[config.mk]
export PLATFORM = sky130hd
export DESIGN_NAME = ld3320_asr_run_result_flat
export DESIGN_NICKNAME = d
export VERILOG_FILES = /design/src/rtl/ld3320_asr_run_result_if.sv /design/src/rtl/ld3320_asr_run_result.sv /design/src/flat_wrapper.sv
export SDC_FILE = /design/constraint.sdc
export NUM_CORES = 1
export LEC_CHECK = 0
export ABC_AREA = 1
export BUFFER_PORTS_ARGS = -buffer_cell sky130_fd_sc_hd__buf_2
export CELL_PAD_IN_SITES_DETAIL_PLACEMENT = 0
export CELL_PAD_IN_SITES_GLOBAL_PLACEMENT = 1
export CORE_MARGIN = 2
export CORE_UTILIZATION = 45
export CTS_CLUSTER_SIZE = 25
export DETAILED_ROUTE_END_ITERATION = 16
export GPL_TIMING_DRIVEN = 0
export PLACE_DENSITY = 0.9
export SLEW_MARGIN = 10
export SYNTH_ARGS = -nofsm -noshare
export SYNTH_HDL_FRONTEND = slang
export SYNTH_SLANG_ARGS = --single-unit
[constraint.sdc]
create_clock -name clk -period 3.6 [get_ports clk]
set_input_delay 0.72 -clock clk [delete_from_list [all_inputs] [get_ports clk]]
set_output_delay 0.72 -clock clk [all_outputs]
set_load 0.05 [all_outputs]
[src/rtl/ld3320_asr_run_result_if.sv]
`timescale 1ns/1ps
// Register-access channel between an LD3320 sequencing stage (master) and
// the shared LD3320WriteRead bus engine (slave).
interface ld3320_asr_run_result_if;
    logic       reg_ena;
    logic       reg_sel;
    logic [7:0] reg_addr;
    logic [7:0] reg_wdata;
    logic       reg_done;
    logic [7:0] reg_rdata;

    modport master (
        output reg_ena,
        output reg_sel,
        output reg_addr,
        output reg_wdata,
        input  reg_done,
        input  reg_rdata
    );

    modport slave (
        input  reg_ena,
        input  reg_sel,
        input  reg_addr,
        input  reg_wdata,
        output reg_done,
        output reg_rdata
    );
endinterface

[src/rtl/ld3320_asr_run_result.sv]
`timescale 1ns/1ps
// Runs one LD3320 ASR pass: start writes, busy poll, IRQ wait, result read, clear, report.
// Optional IRQ watchdog is built when LD3320_ASR_TIMEOUT_EN is defined.
module ld3320_asr_run_result #(
    parameter logic [7:0]  MIC_VOL    = 8'h43,
    parameter logic [15:0] DLY_CYCLES = 16'd50000,
    parameter logic [3:0]  BUSY_RETRY = 4'd10
`ifdef LD3320_ASR_TIMEOUT_EN
    ,
    parameter logic [31:0] TIMEOUT_CYCLES = 32'd250000000
`endif
) (
    input  logic                           clk,
    input  logic                           sys_rstn,
    input  logic                           ena,
    input  logic                           irq_n,
    ld3320_asr_run_result_if.master        bus,
    output logic                           busy,
    output logic                           result_valid,
    output logic [7:0]                     result_code,
    output logic                           no_match,
    output logic                           err
);

    typedef enum logic [3:0] {
        S_IDLE,
        S_RUN1,
        S_POLL,
        S_RUN2,
        S_WAIT_IRQ,
        S_RD_2B,
        S_RD_B2,
        S_RD_BA,
        S_RD_C5,
        S_CLR,
        S_REPORT
    } state_t;

    typedef enum logic [1:0] {
        PH_ISSUE,
        PH_WAIT,
        PH_DLY
    } phase_t;

    typedef struct packed {
        logic       dly;
        logic [7:0] addr;
        logic [7:0] data;
    } wr_entry_t;

    localparam logic [7:0] ASR_IDLE = 8'h21;

    // Write tables for RUN1, RUN2 and CLR; a dly entry is a pause with no bus access.
    function automatic wr_entry_t table_entry(input state_t st, input logic [3:0] step);
        wr_entry_t e;
        e = '{1'b0, 8'h00, 8'h00};
        case (st)
            S_RUN1: begin
                case (step)
                    4'd0:    e = '{1'b0, 8'h35, MIC_VOL};
                    4'd1:    e = '{1'b0, 8'h1C, 8'h09};
                    4'd2:    e = '{1'b0, 8'hBD, 8'h20};
                    4'd3:    e = '{1'b0, 8'h08, 8'h01};
                    4'd4:    e = '{1'b1, 8'h00, 8'h00};
                    4'd5:    e = '{1'b0, 8'h08, 8'h00};
                    4'd6:    e = '{1'b1, 8'h00, 8'h00};
                    default: e = '{1'b0, 8'h00, 8'h00};
                endcase
            end
            S_RUN2: begin
                case (step)
                    4'd0:    e = '{1'b0, 8'hB2, 8'hFF};
                    4'd1:    e = '{1'b0, 8'h37, 8'h06};
                    4'd2:    e = '{1'b1, 8'h00, 8'h00};
                    4'd3:    e = '{1'b0, 8'h1C, 8'h0B};
                    4'd4:    e = '{1'b0, 8'h29, 8'h10};
                    4'd5:    e = '{1'b0, 8'hBD, 8'h00};
                    default: e = '{1'b0, 8'h00, 8'h00};
                endcase
            end
            S_CLR: begin
                case (step)
                    4'd0:    e = '{1'b0, 8'h29, 8'h00};
                    4'd1:    e = '{1'b0, 8'h02, 8'h00};
                    4'd2:    e = '{1'b0, 8'h2B, 8'h00};
                    4'd3:    e = '{1'b0, 8'h1C, 8'h00};
                    default: e = '{1'b0, 8'h00, 8'h00};
                endcase
            end
            default: e = '{1'b0, 8'h00, 8'h00};
        endcase
        return e;
    endfunction

    function automatic logic [3:0] last_step(input state_t st);
        case (st)
            S_RUN1:  return 4'd6;
            S_RUN2:  return 4'd5;
            S_CLR:   return 4'd3;
            default: return 4'd0;
        endcase
    endfunction

    function automatic state_t table_next(input state_t st);
        case (st)
            S_RUN1:  return S_POLL;
            S_RUN2:  return S_WAIT_IRQ;
            S_CLR:   return S_REPORT;
            default: return S_IDLE;
        endcase
    endfunction

    function automatic logic [7:0] read_addr(input state_t st);
        case (st)
            S_POLL:  return 8'hB2;
            S_RD_2B: return 8'h2B;
            S_RD_B2: return 8'hB2;
            S_RD_BA: return 8'hBA;
            S_RD_C5: return 8'hC5;
            default: return 8'h00;
        endcase
    endfunction

    state_t     state_q, state_d;
    phase_t     phase_q, phase_d;
    logic [3:0] step_q, step_d;
    logic [3:0] retry_q, retry_d;
    logic [15:0] dly_q, dly_d;
    logic [7:0] code_q, code_d;
    logic       no_match_q, no_match_d;
    logic       err_q, err_d;
    logic       irq_meta_q, irq_meta_d;
    logic       irq_sync_q, irq_sync_d;
`ifdef LD3320_ASR_TIMEOUT_EN
    logic [31:0] tmo_q, tmo_d;
`endif

    logic       reg_ena;
    logic       reg_sel;
    logic [7:0] reg_addr;
    logic [7:0] reg_wdata;
    logic       step_done;
    logic       dly_last;
    logic [3:0] retry_inc;
    logic [7:0] rdata;
    wr_entry_t  ent;

    assign rdata     = bus.reg_rdata;
    assign dly_last  = (dly_q == DLY_CYCLES - 16'd1);
    assign retry_inc = retry_q + 4'd1;
    assign ent       = table_entry(state_q, step_q);

    always_comb begin
        // NOTE: every signal written here gets a default first, so no path can infer a latch.
        state_d    = state_q;
        phase_d    = phase_q;
        step_d     = step_q;
        retry_d    = retry_q;
        dly_d      = dly_q;
        code_d     = code_q;
        no_match_d = no_match_q;
        err_d      = err_q;
        irq_meta_d = irq_n;
        irq_sync_d = irq_meta_q;
`ifdef LD3320_ASR_TIMEOUT_EN
        tmo_d      = '0;
`endif
        reg_ena    = 1'b0;
        reg_sel    = 1'b0;
        reg_addr   = 8'h00;
        reg_wdata  = 8'h00;
        step_done  = 1'b0;

        case (state_q)
            S_IDLE: begin
                if (ena) begin
                    state_d    = S_RUN1;
                    phase_d    = PH_ISSUE;
                    step_d     = '0;
                    retry_d    = '0;
                    dly_d      = '0;
                    code_d     = 8'h00;
                    no_match_d = 1'b0;
                    err_d      = 1'b0;
                end
            end

            S_RUN1, S_RUN2, S_CLR: begin
                if (!ent.dly) begin
                    reg_sel   = 1'b1;
                    reg_addr  = ent.addr;
                    reg_wdata = ent.data;
                end
                case (phase_q)
                    PH_ISSUE: begin
                        if (ent.dly) begin
                            phase_d = PH_DLY;
                        end else begin
                            reg_ena = 1'b1;
                            phase_d = PH_WAIT;
                        end
                    end
                    PH_WAIT: step_done = bus.reg_done;
                    PH_DLY: begin
                        if (dly_last) begin
                            dly_d     = '0;
                            step_done = 1'b1;
                        end else begin
                            dly_d = dly_q + 16'd1;
                        end
                    end
                    default: phase_d = PH_ISSUE;
                endcase
                if (step_done) begin
                    phase_d = PH_ISSUE;
                    if (step_q == last_step(state_q)) begin
                        state_d = table_next(state_q);
                        step_d  = '0;
                    end else begin
                        step_d = step_q + 4'd1;
                    end
                end
            end

            S_POLL: begin
                reg_addr = read_addr(state_q);
                case (phase_q)
                    PH_ISSUE: begin
                        reg_ena = 1'b1;
                        phase_d = PH_WAIT;
                    end
                    PH_WAIT: begin
                        if (bus.reg_done) begin
                            if (rdata == ASR_IDLE) begin
                                state_d = S_RUN2;
                                step_d  = '0;
                                phase_d = PH_ISSUE;
                            end else if (retry_inc == BUSY_RETRY) begin
                                retry_d = retry_inc;
                                err_d   = 1'b1;
                                state_d = S_REPORT;
                            end else begin
                                retry_d = retry_inc;
                                phase_d = PH_DLY;
                            end
                        end
                    end
                    PH_DLY: begin
                        if (dly_last) begin
                            dly_d   = '0;
                            phase_d = PH_ISSUE;
                        end else begin
                            dly_d = dly_q + 16'd1;
                        end
                    end
                    default: phase_d = PH_ISSUE;
                endcase
            end

            S_WAIT_IRQ: begin
                // The synchroniser output is sampled directly, so a level already low counts.
                if (!irq_sync_q) begin
                    state_d = S_RD_2B;
                    phase_d = PH_ISSUE;
                end
`ifdef LD3320_ASR_TIMEOUT_EN
                else if (tmo_q == TIMEOUT_CYCLES - 32'd1) begin
                    state_d = S_CLR;
                    step_d  = '0;
                    phase_d = PH_ISSUE;
                    err_d   = 1'b1;
                end else begin
                    tmo_d = tmo_q + 32'd1;
                end
`endif
            end

            S_RD_2B, S_RD_B2, S_RD_BA, S_RD_C5: begin
                reg_addr = read_addr(state_q);
                if (phase_q == PH_ISSUE) begin
                    reg_ena = 1'b1;
                    phase_d = PH_WAIT;
                end else if (bus.reg_done) begin
                    phase_d = PH_ISSUE;
                    step_d  = '0;
                    state_d = S_CLR;
                    case (state_q)
                        S_RD_2B: begin
                            if (!rdata[4]) no_match_d = 1'b1;
                            else           state_d    = S_RD_B2;
                        end
                        S_RD_B2: begin
                            if (rdata != ASR_IDLE) no_match_d = 1'b1;
                            else                   state_d    = S_RD_BA;
                        end
                        S_RD_BA: begin
                            if (rdata == 8'd0 || rdata > 8'd4) no_match_d = 1'b1;
                            else                                state_d    = S_RD_C5;
                        end
                        default: code_d = rdata;
                    endcase
                end
            end

            S_REPORT: state_d = S_IDLE;

            default: state_d = S_IDLE;
        endcase
    end

    // NOTE: only control state is reset here; there is no storage array that would need it.
    always_ff @(posedge clk or negedge sys_rstn) begin
        if (!sys_rstn) begin
            state_q    <= S_IDLE;
            phase_q    <= PH_ISSUE;
            step_q     <= '0;
            retry_q    <= '0;
            dly_q      <= '0;
            code_q     <= 8'h00;
            no_match_q <= 1'b0;
            err_q      <= 1'b0;
            irq_meta_q <= 1'b1;
            irq_sync_q <= 1'b1;
        end else begin
            // NOTE: non-blocking assignments keep every flop sampling the pre-edge values.
            state_q    <= state_d;
            phase_q    <= phase_d;
            step_q     <= step_d;
            retry_q    <= retry_d;
            dly_q      <= dly_d;
            code_q     <= code_d;
            no_match_q <= no_match_d;
            err_q      <= err_d;
            irq_meta_q <= irq_meta_d;
            irq_sync_q <= irq_sync_d;
        end
    end

`ifdef LD3320_ASR_TIMEOUT_EN
    always_ff @(posedge clk or negedge sys_rstn) begin
        if (!sys_rstn) tmo_q <= '0;
        else           tmo_q <= tmo_d;
    end
`endif

    assign bus.reg_ena   = reg_ena;
    assign bus.reg_sel   = reg_sel;
    assign bus.reg_addr  = reg_addr;
    assign bus.reg_wdata = reg_wdata;

    assign busy         = (state_q != S_IDLE);
    assign result_valid = (state_q == S_REPORT);
    assign result_code  = code_q;
    assign no_match     = no_match_q;
    assign err          = err_q;

endmodule
[src/flat_wrapper.sv]
// flat-port wrapper written by rule: the top's interface ports become plain ports
module ld3320_asr_run_result_flat 
#(
    parameter logic [7:0]  MIC_VOL    = 8'h43,
    parameter logic [15:0] DLY_CYCLES = 16'd50000,
    parameter logic [3:0]  BUSY_RETRY = 4'd10

)
  (clk, sys_rstn, ena, irq_n, busy, result_valid, result_code, no_match, err, bus_reg_ena, bus_reg_sel, bus_reg_addr, bus_reg_wdata, bus_reg_done, bus_reg_rdata);
  ld3320_asr_run_result_if bus_i ();
  input  logic clk;
  input  logic sys_rstn;
  input  logic ena;
  input  logic irq_n;
  output logic busy;
  output logic result_valid;
  output logic [7:0] result_code;
  output logic no_match;
  output logic err;
  output wire logic [$bits(bus_i.reg_ena)-1:0] bus_reg_ena;
  output wire logic [$bits(bus_i.reg_sel)-1:0] bus_reg_sel;
  output wire logic [$bits(bus_i.reg_addr)-1:0] bus_reg_addr;
  output wire logic [$bits(bus_i.reg_wdata)-1:0] bus_reg_wdata;
  input wire logic [$bits(bus_i.reg_done)-1:0] bus_reg_done;
  input wire logic [$bits(bus_i.reg_rdata)-1:0] bus_reg_rdata;
  assign bus_reg_ena = bus_i.reg_ena;
  assign bus_reg_sel = bus_i.reg_sel;
  assign bus_reg_addr = bus_i.reg_addr;
  assign bus_reg_wdata = bus_i.reg_wdata;
  assign bus_i.reg_done = bus_reg_done;
  assign bus_i.reg_rdata = bus_reg_rdata;
  ld3320_asr_run_result #(.MIC_VOL(MIC_VOL), .DLY_CYCLES(DLY_CYCLES), .BUSY_RETRY(BUSY_RETRY)) u_core (.clk(clk), .sys_rstn(sys_rstn), .ena(ena), .irq_n(irq_n), .bus(bus_i), .busy(busy), .result_valid(result_valid), .result_code(result_code), .no_match(no_match), .err(err));
endmodule
* Yosys cells after proc, flatten, opt, wreduce, memory -nomap -nowiden *
Cells that the tools add are included.

word-level totals
  flip-flop bits (word level) = 42
  logic and storage cells = 170

operators by class
  $add $sub $neg = 3
  magnitude comparators = 1
  equality and inequality tests = 46
  mux-type cells = 84
  reduce and logical (&&, ||, !) cells = 26

operator list
  kind                     count
  $pmux W17 S6             2
  $mux W4                  25
  $mux W8                  7
  $pmux W14 S4             1
  $pmux W17 S3             1
  $mux W16                 3
  $pmux W16 S2             1
  $pmux W8 S4              1
  $eq A4 B3 Y1 const B     7
  $pmux W4 S3              2
  $pmux W8 S3              1
  $reduce_and A8 Y1        3
  $mux W2                  10
  $pmux W4 S5              1
  $mux W1                  17
  $add A16 B1 Y16 const B  1
  $eq A16 B16 Y1 const B   1
  $eq A4 B2 Y1 const B     4
  $eq A4 B4 Y1 const B     4
  $ne A2 B2 Y1 const B     8
  $pmux W4 S4              1
  $pmux W8 S2              1
  $ne A3 B2 Y1 const B     5
  $ne A2 B1 Y1 const B     5
  34 further kinds         48

* Logic depth before layout (Yosys ltp) *
Gate-level depths: netlist of the first run.

  depth after elaboration = 10
  depth in mapped cells = 12
  mapped depth without buffers = 12

* Worst setup path after synthesis of the first run *
No wires, ideal clock.

  path type = register to output
  start = register u_core.step_q[0]
  end = output port bus_reg_wdata[6]
  data arrival time = 2.746 ns
  path slack = 0.134 ns
  stages on the path, launching flop included = 10
  buffers on the path = 0
  path through = dfrtp_1 -> inv_1 -> ha_1 -> nor2_1 -> nor3_1 -> nand2_1 -> nand2_2 -> nor2_2 -> inv_1 -> nor3_1

between the ends
  longest elaborated chain between the ends = 6
  elaborated cells on any way between the ends = 13
  those cells by class = 6 x eq/ne; 5 x mux; 2 x reduce/logical

RTL lines
  element                          RTL line                                                  source
  from (decl)                      ld3320_asr_run_result.sv:126                              logic [3:0] step_q, step_d;
  from (signal assigned)           ld3320_asr_run_result.sv:328                              step_q <= step_d;
  $eq A4 B3 Y1 (on tied branches)  ld3320_asr_run_result.sv:59, ld3320_asr_run_result.sv:71
  $reduce_or A2 Y1 (no line)       --
  $pmux W17 S6                     ld3320_asr_run_result.sv:59                               case (step)
  $pmux W17 S3 *                   ld3320_asr_run_result.sv:57                               case (st)
  $mux W8 *                        ld3320_asr_run_result.sv:189                              if (!ent.dly) begin
  $mux W8 *                        ld3320_asr_run_result.sv:174                              case (state_q)
  to (decl)                        flat_wrapper.sv:23                                        output wire logic [$bits(bus_i.reg_wdata)-1:0] bus_reg_wdata;

Every way passes the cells marked *; elsewhere a longest branch is shown, timed or not.

* Final worst setup path of the first run *
  start = register u_core.step_q[0]
  end = output port bus_reg_addr[4]

between the ends
  longest elaborated chain between the ends = 6
  elaborated cells on any way between the ends = 14
  those cells by class = 6 x eq/ne; 6 x mux; 2 x reduce/logical

RTL lines
  element                          RTL line                                                  source
  $eq A4 B3 Y1 (on tied branches)  ld3320_asr_run_result.sv:59, ld3320_asr_run_result.sv:71
  $reduce_or A2 Y1 (no line)       --
  $pmux W17 S6                     ld3320_asr_run_result.sv:59
  $pmux W17 S3 *                   ld3320_asr_run_result.sv:57
  $mux W8 *                        ld3320_asr_run_result.sv:189
  $pmux W8 S3 *                    ld3320_asr_run_result.sv:174
  to (decl)                        flat_wrapper.sv:22                                        output wire logic [$bits(bus_i.reg_addr)-1:0] bus_reg_addr;

Marks and branches as above.

==> results of run 1 <==
==> cells in the mapped netlist (2+ instances only) <==
| library cell | instances |
|---|---|
| ha_1 | 10 |
| nor3_1 | 10 |
| nor2_1 | 60 |
| nor2_2 | 4 |
| dfrtp_1 | 40 |
| o21ai_0 | 22 |
| buf_6 | 2 |
| buf_2 | 5 |
| nand2_4 | 3 |
| nand2_1 | 139 |
| dfstp_2 | 2 |
| inv_2 | 9 |
| o21ai_2 | 8 |
| nand3_2 | 2 |
| inv_1 | 59 |
| o21ai_1 | 5 |
| nor2_4 | 3 |
| o22ai_1 | 4 |
| a21oi_1 | 16 |
| nand4_1 | 21 |
| xnor2_1 | 2 |
| nand3_1 | 49 |
| xor2_1 | 2 |
| nand2_2 | 7 |
| o211ai_1 | 2 |
==> metrics by stage <==
stage / hold slack [ns] / cell area, um2 / instances / total power [uW]
2_1_floorplan: 0.345 / 3280 / 499 / 2360
3_3_place_gp: 0.351 / 3610 / 640 / 2860
3_5_place_dp: 0.351 / 3610 / 640 / 2870
4_1_cts: 0.364 / 3720 / 648 / 3260
5_1_grt: 0.365 / 3720 / 648 / 3530
6_report: 0.362 / 3720 / 648 / 3250
==> cell type report <==
cell class / count / area [um2]
Tap cell: 99 / 124
Fill cell: 750 / 3420
Clock buffer: 5 / 68.8
Sequential cell: 42 / 1050
Inverter: 69 / 260
Multi-Input combinational cell: 380 / 1910
Clock inverter: 3 / 40.0
Timing Repair Buffer: 42 / 210
Buffer: 8 / 55.1
==> power by group through the flow <==
stage               clock (uW)  sequential [uW]  combinational (uW)
floorplan                    0              688                1670
detailed placement           0              651                2220
global placement             0              647                2220
CTS                        387              642                2230
finish                     382              643                2230
global route               405              656                2460
==> how the worst max path moves through the flow <==
stage / from / endpoint / slack, ns / cells past startpoint
detailed placement: u_core.step_q[0] / bus_reg_addr[4] / 0.85 / 12
global route: u_core.step_q[0] / bus_reg_addr[4] / 0.21 / 12
finish: u_core.step_q[0] / bus_reg_addr[4] / 0.49 / 12
global placement: u_core.step_q[0] / bus_reg_addr[4] / 0.85 / 12
floorplan: u_core.step_q[0] / bus_reg_wdata[6] / 0.13 / 9
CTS: u_core.step_q[0] / bus_reg_addr[4] / 0.51 / 12
==> logic make-up after synthesis <==
logic type,synth area share (%)
xor+xnor,1.07
fa+ha+maj,3.82
buf+inv,9.62
simple gates,41.6
compound gates,11.8
flops,32.1
==> state kept, by name, indices dropped and copies added (netlist names) <==
name and count:
u_core.dly_q 16, u_core.result_code 8, u_core.err 1, u_core.step_q 4, u_core.irq_meta_q 1, u_core.retry_q 4, u_core.irq_sync_q 1, u_core.phase_q 2
u_core.state_q 4, u_core.no_match 1
==> placed cells by master, fill, tap and decap left out <==
cell type | netlist | final
nor2_4 | 3 | 3
o22ai_1 | 4 | 4
o21ai_0 | 22 | 22
buf_6 | 2 | 2
nor3b_1 | 1 | 1
o21ai_1 | 5 | 5
a22oi_1 | 1 | 1
inv_2 | 9 | 9
nand2_4 | 3 | 3
o21ai_2 | 8 | 8
buf_2 | 5 | 47
xor2_1 | 2 | 2
a32o_1 | 1 | 1
inv_1 | 59 | 59
nand2_2 | 7 | 7
dfstp_2 | 2 | 2
clkinv_2 | 1 | 3
clkbuf_8 | 0 | 5
and2_1 | 1 | 1
a21oi_2 | 1 | 1
ha_1 | 10 | 10
nor2_1 | 60 | 60
nor3_1 | 10 | 10
nand4_1 | 21 | 21
a21oi_1 | 16 | 16
o211ai_1 | 2 | 2
nand3b_1 | 1 | 1
or2_2 | 1 | 1
o31ai_1 | 1 | 1
nand2_1 | 139 | 139
xnor2_1 | 2 | 2
nand3_2 | 2 | 2
bufinv_16 | 0 | 1
nor4_1 | 1 | 1
a21boi_0 | 1 | 1
o21bai_4 | 1 | 1
nand3_1 | 49 | 49
buf_4 | 1 | 1
dfrtp_1 | 40 | 40
nor2_2 | 4 | 4
==> routing by layer <==
metal | vias to the layer above | routed length (um) | track usage [%]
li1 | 1718 | - | -
met3 | 10 | 393 | 3.05
met4 | 0 | 108 | 6.24
met2 | 92 | 4060 | 37.4
met1 | 1528 | 4300 | 33.5
met5 | - | 0 | 0
==> run_results.csv, run 1 <==
group,metric,value,unit
run_status,outcome,"finished, final reports clean",
synth,synthTopCellsByArea,"dfrtp_1, nand2_1, nand3_1, nor2_1, inv_1",
power_and_ir_drop,powerDensity,874,mW/mm2
synth,synthFlopType,"dfrtp_1",
route,via_per_inst,5.17,
clocking,cts.sinks,42,
sta,finalSetupViolCount,0,
synth,synth_edf_count,0,
power_and_ir_drop,p_sw,1910,uW
synth,seq_area_frac_synth,32.1,%
route,ant_nets,0,
power_and_ir_drop,p_int,1340,uW
die,initial_core_util,45.9,%
layout,drive_above_1_share,18.2,%
worst_setup_path,max_stage_delay,0.48,ns
worst_setup_path,critical_path_required,2.88,ns
global_routing,grt_pass1_vias,3118,
die,die_h,89.4,um
power_and_ir_drop,p_sw_share,58.7,%
sta,fin_worst_skew,0.00287,ns
worst_setup_path,r2r_setup_slack,1.59,ns
sta,drv_slew,0,
synth,synthArstFlopShare,100,%
worst_setup_path,reg2regPathDepth,11,
route,drc_errors,0,
worst_setup_path,startpoint_type,"flop",
synth,yosys_warnings,0,
die,fp.coreArea,0.00714,mm2
layout,nets,571,
global_routing,grt_overflow,0,
clocking,root_buffer,"clkbuf_8",
worst_setup_path,cp_cell_sequence,"inv_1, ha_1, nor2_1, nor3_1, nand2_1, nand2_2, nor2_2, inv_1, nor2_1, nand2_1, nand3b_1, buf_2",
die,die_w,89.4,um
worst_setup_path,slowest_stage,"dfrtp_1",
layout,syn2layout_area_growth,13.5,%
worst_setup_path,critPathKind,"reg -> out",
placed_design,gp_congestion,0.961,
clocking,cts_max_level,2,
worst_setup_path,r2r_start,"u_core.state_q[0]",
clocking,postCtsSetupRepairBufs,0,
clocking,clk_path_buf_depth,2,
power_and_ir_drop,seqPwrFrac,19.8,%
worst_setup_path,cp-end-kind,"output pin",
clocking,clock_latency,0.30,ns
synth,ys_types,38,
flow_run,drv_cap,0,
worst_setup_path,crit_fanout,7,
clocking,tritoncts,"done",
worst_setup_path,arrival,2.39,ns
sta,hold_violations,0,
die,fp-row-count,31,
placed_design,dp_slack,0.853,ns
worst_setup_path,cpLargestDelayFamily,"simple AND/OR/NAND/NOR gates",
synth,synth.avg_cell_area,6.57,um2
die,dieArea,0.00798,mm2
synth,yosysTopAreaCell,"dfrtp_1",
layout,utilization,52.1,%
synth,synthDominantCellAreaShare,30.5,%
global_routing,grtUsageTotal,23.4,%
synth,synth_area,0.00328,mm2
route,dr.pass1.iters,5,
clocking,cts_resized,0,
worst_hold_path,hp-start,"u_core.irq_meta_q",
sta,max_slew.worst_pin.slew,0.953,ns
power_and_ir_drop,pwr-share-clk,11.8,%
global_routing,grt_first_pass_wirelength,14700,um
synth,synth_nets,522,
route,routed_wl,8870,um
worst_setup_path,crit_buf_inv,3,
route,avgRoutedWirePerCell,13.7,um
power_and_ir_drop,peakVddDrop,0.851,mV
sta,post-route-min-period,3.11,ns
die,num_io_pins,43,
worst_setup_path,r2r-end,"u_core.step_q[1]",
layout,n_antenna_cell,0,
global_routing,grt_start_max_net_pins,43,
worst_hold_path,hold_path_depth,0,
route,first_iter_violations,278,
worst_hold_path,hold_path_end,"u_core.irq_sync_q",
route,vias,3348,
placed_design,port_buffers,42,
placed_design,hpwl,6750,um
sta,period_share,86.3,%
sta,setup_tns,0,ns
power_and_ir_drop,combPwrFrac,68.5,%
sta,rsz0062_at_grt,"false",
synth,synthCells,499,
clocking,cts-buffers-inserted,5,
sta,fmax,0.322,GHz
global_routing,grt_antenna_before_repair,0,
sta,timing.final.ws_setup,0.493,ns
clocking,ctsHoldBuffers,0,
power_and_ir_drop,power.leakage,0.00196,uW
synth,synth_seq_cells,42,
clocking,cts.clk_slew.worst_paths,0.09,ns
sta,relSlewSlack,36.5,%
worst_hold_path,hp-class,"reg -> reg",
(Power assumes the default switching activity.)
==> inputs of run 2 (changes only) <==
Settings changed: BUFFER_PORTS_ARGS -buffer_cell sky130_fd_sc_hd__buf_2 to -buffer_cell sky130_fd_sc_hd__buf_4, CORE_MARGIN 2 to 5.
==> run 2 against run 1 <==
Compared with the run above:
- critical path depth decreased by 1
- global-route usage decreased by 2.4 points
- core utilization increased by 1.7 points
- die area increased by 14%
- final area increased by 3.7%
- first-iteration DRC count decreased by 15%
- power increased by 5.4%
- clock skew increased by 0.0056 ns
- sequential share of layout area decreased by 1.0 points
- largest power group unchanged
- combinational power increased by 4%
- hold slack got worse by 0.0028 ns
- routed wire length decreased by 0.14%
==> run_results.csv, run 2 (synthesis results as in run 1) <==
group,metric,value,unit
clocking,cts.clk_slew.worst_paths,0.08,ns
route,ant_nets,0,
die,num_io_pins,43,
worst_setup_path,startpoint_type,"flop",
placed_design,gp_congestion,0.885,
layout,largest_reg_flops,16,
clocking,ctsHoldBuffers,0,
worst_setup_path,critPathKind,"reg -> out",
power_and_ir_drop,powerDensity,888,mW/mm2
sta,setup_tns,0,ns
clocking,cts_resized,0,
clocking,cts_max_level,2,
power_and_ir_drop,power.leakage,0.00199,uW
global_routing,grt_pass1_vias,3222,
route,first_iter_violations,236,
global_routing,gr-max-usage-layer,"met2",
route,via_per_inst,5.21,
global_routing,grt_start_max_net_pins,43,
sta,drv_slew,0,
route,vias,3376,
worst_setup_path,cp-end-kind,"output pin",
power_and_ir_drop,peakVddDrop,0.748,mV
sta,finalSetupViolCount,0,
die,fp.coreArea,0.00718,mm2
placed_design,dp_slack,0.840,ns
global_routing,met1_usage,29.8,%
worst_setup_path,arrival,2.38,ns
clocking,postCtsSetupRepairBufs,0,
clocking,cts.sinks,42,
route,avgRoutedWirePerCell,13.7,um
worst_setup_path,critical_path_required,2.88,ns
sta,rsz0062_at_grt,"false",
global_routing,grt_first_pass_wirelength,15500,um
die,fp-row-count,31,
clocking,root_buffer,"clkbuf_8",
clocking,clock_latency,0.30,ns
worst_hold_path,hp-start,"u_core.irq_meta_q",
power_and_ir_drop,finalPower,3430,uW
layout,layout_common_cells,"nand2_1, nor2_1, inv_1",
global_routing,grtUsageTotal,21.1,%
sta,period_share,86.2,%
layout,nets,571,
sta,fin_worst_skew,0.00847,ns
worst_setup_path,crit_fanout,9,
sta,max_slew.worst_pin.slew,0.526,ns
die,initial_core_util,45.7,%
sta,fmax,0.322,GHz
placed_design,hpwl,6850,um
run_status,outcome,"finished, final reports clean",
worst_hold_path,hp-class,"reg -> reg",
sta,timing.final.ws_setup,0.496,ns
placed_design,placed_area,0.00372,mm2
sta,post-route-min-period,3.10,ns
layout,n_antenna_cell,0,
worst_setup_path,startpoint,"u_core.state_q[2]",
clocking,tritoncts,"done",
placed_design,port_buffers,42,
route,routed_wl,8860,um
clocking,cts-buffers-inserted,5,
global_routing,grt_antenna_before_repair,0,
flow_run,drv_cap,0,
global_routing,use_met3,2.76,%
worst_setup_path,r2r_start,"u_core.state_q[0]",
layout,drive_above_1_share,18.2,%
layout,syn2layout_area_growth,17.7,%
global_routing,grt_overflow,0,
route,drc_errors,0,
die,die_h,95.4,um
sta,relSlewSlack,64.8,%
sta,hold_violations,0,
layout,regMostFlops,"u_core.dly_q",
layout,layout.cells.most_common,"nand2_1",
global_routing,met2_usage,34.3,%
layout,final_cell_area,0.00386,mm2
clocking,clk_path_buf_depth,2,
route,dr.pass1.iters,5,
die,dieArea,0.00909,mm2
die,die_w,95.4,um
run 2: changes by cell type in the layout (fill, tap and decap cells not counted):
cell / change
bufinv_16: +1
buf_2: -42
buf_4: +42
clkbuf_8: +1
clkinv_2: -2
run 2: final cells by class:
class | instances | area, um2
Clock buffer | 6 | 82.6
Multi-Input combinational cell | 380 | 1910
Buffer | 8 | 55.1
Clock inverter | 2 | 60.1
Tap cell | 99 | 124
Fill cell | 728 | 3320
Inverter | 69 | 260
Timing Repair Buffer | 42 | 315
Sequential cell | 42 | 1050
run 2: power by group:
group          switching, uW  internal, uW
sequential              94.1           550
combinational           1640           671
clock                    171           296
total                   1910          1520
run 2: worst paths after layout:
path                                     end  slack (ns)  cells after the start
max                          bus_reg_addr[5]        0.50                     11
max reg2reg                 u_core.step_q[1]        1.55                     11
min reg2reg                u_core.irq_sync_q        0.36                      0
max in group asynchronous  u_core.irq_meta_q        2.83                      1
min in group asynchronous    u_core.dly_q[4]        0.40                      1
min                        u_core.irq_sync_q        0.36                      0
run 2: per-layer routing:
metal,vias up,part of all wire (%)
met3,8,4.4
met2,96,47
met4,0,1.1
met1,1548,47
li1,1724,-
met5,-,0
run 2: worst max-delay path, stage by stage (launching register included):
cell	delay, ns
dfrtp_1	0.48
nor2_4	0.29
nand2_1	0.17
nor2_2	0.27
nand2_1	0.13
nand2_2	0.14
nor2_2	0.08
inv_1	0.07
nor2_1	0.04
nand2_1	0.11
nand3_1	0.09
buf_4	0.21
run 2: through the flow:
step,hold slack (ns),instances,utilization (%)
2_1_floorplan,0.345,499,-
3_3_place_gp,0.350,640,51.8
3_5_place_dp,0.349,640,51.8
4_1_cts,0.361,648,53.8
5_1_grt,0.369,648,53.8
6_report,0.359,648,53.8
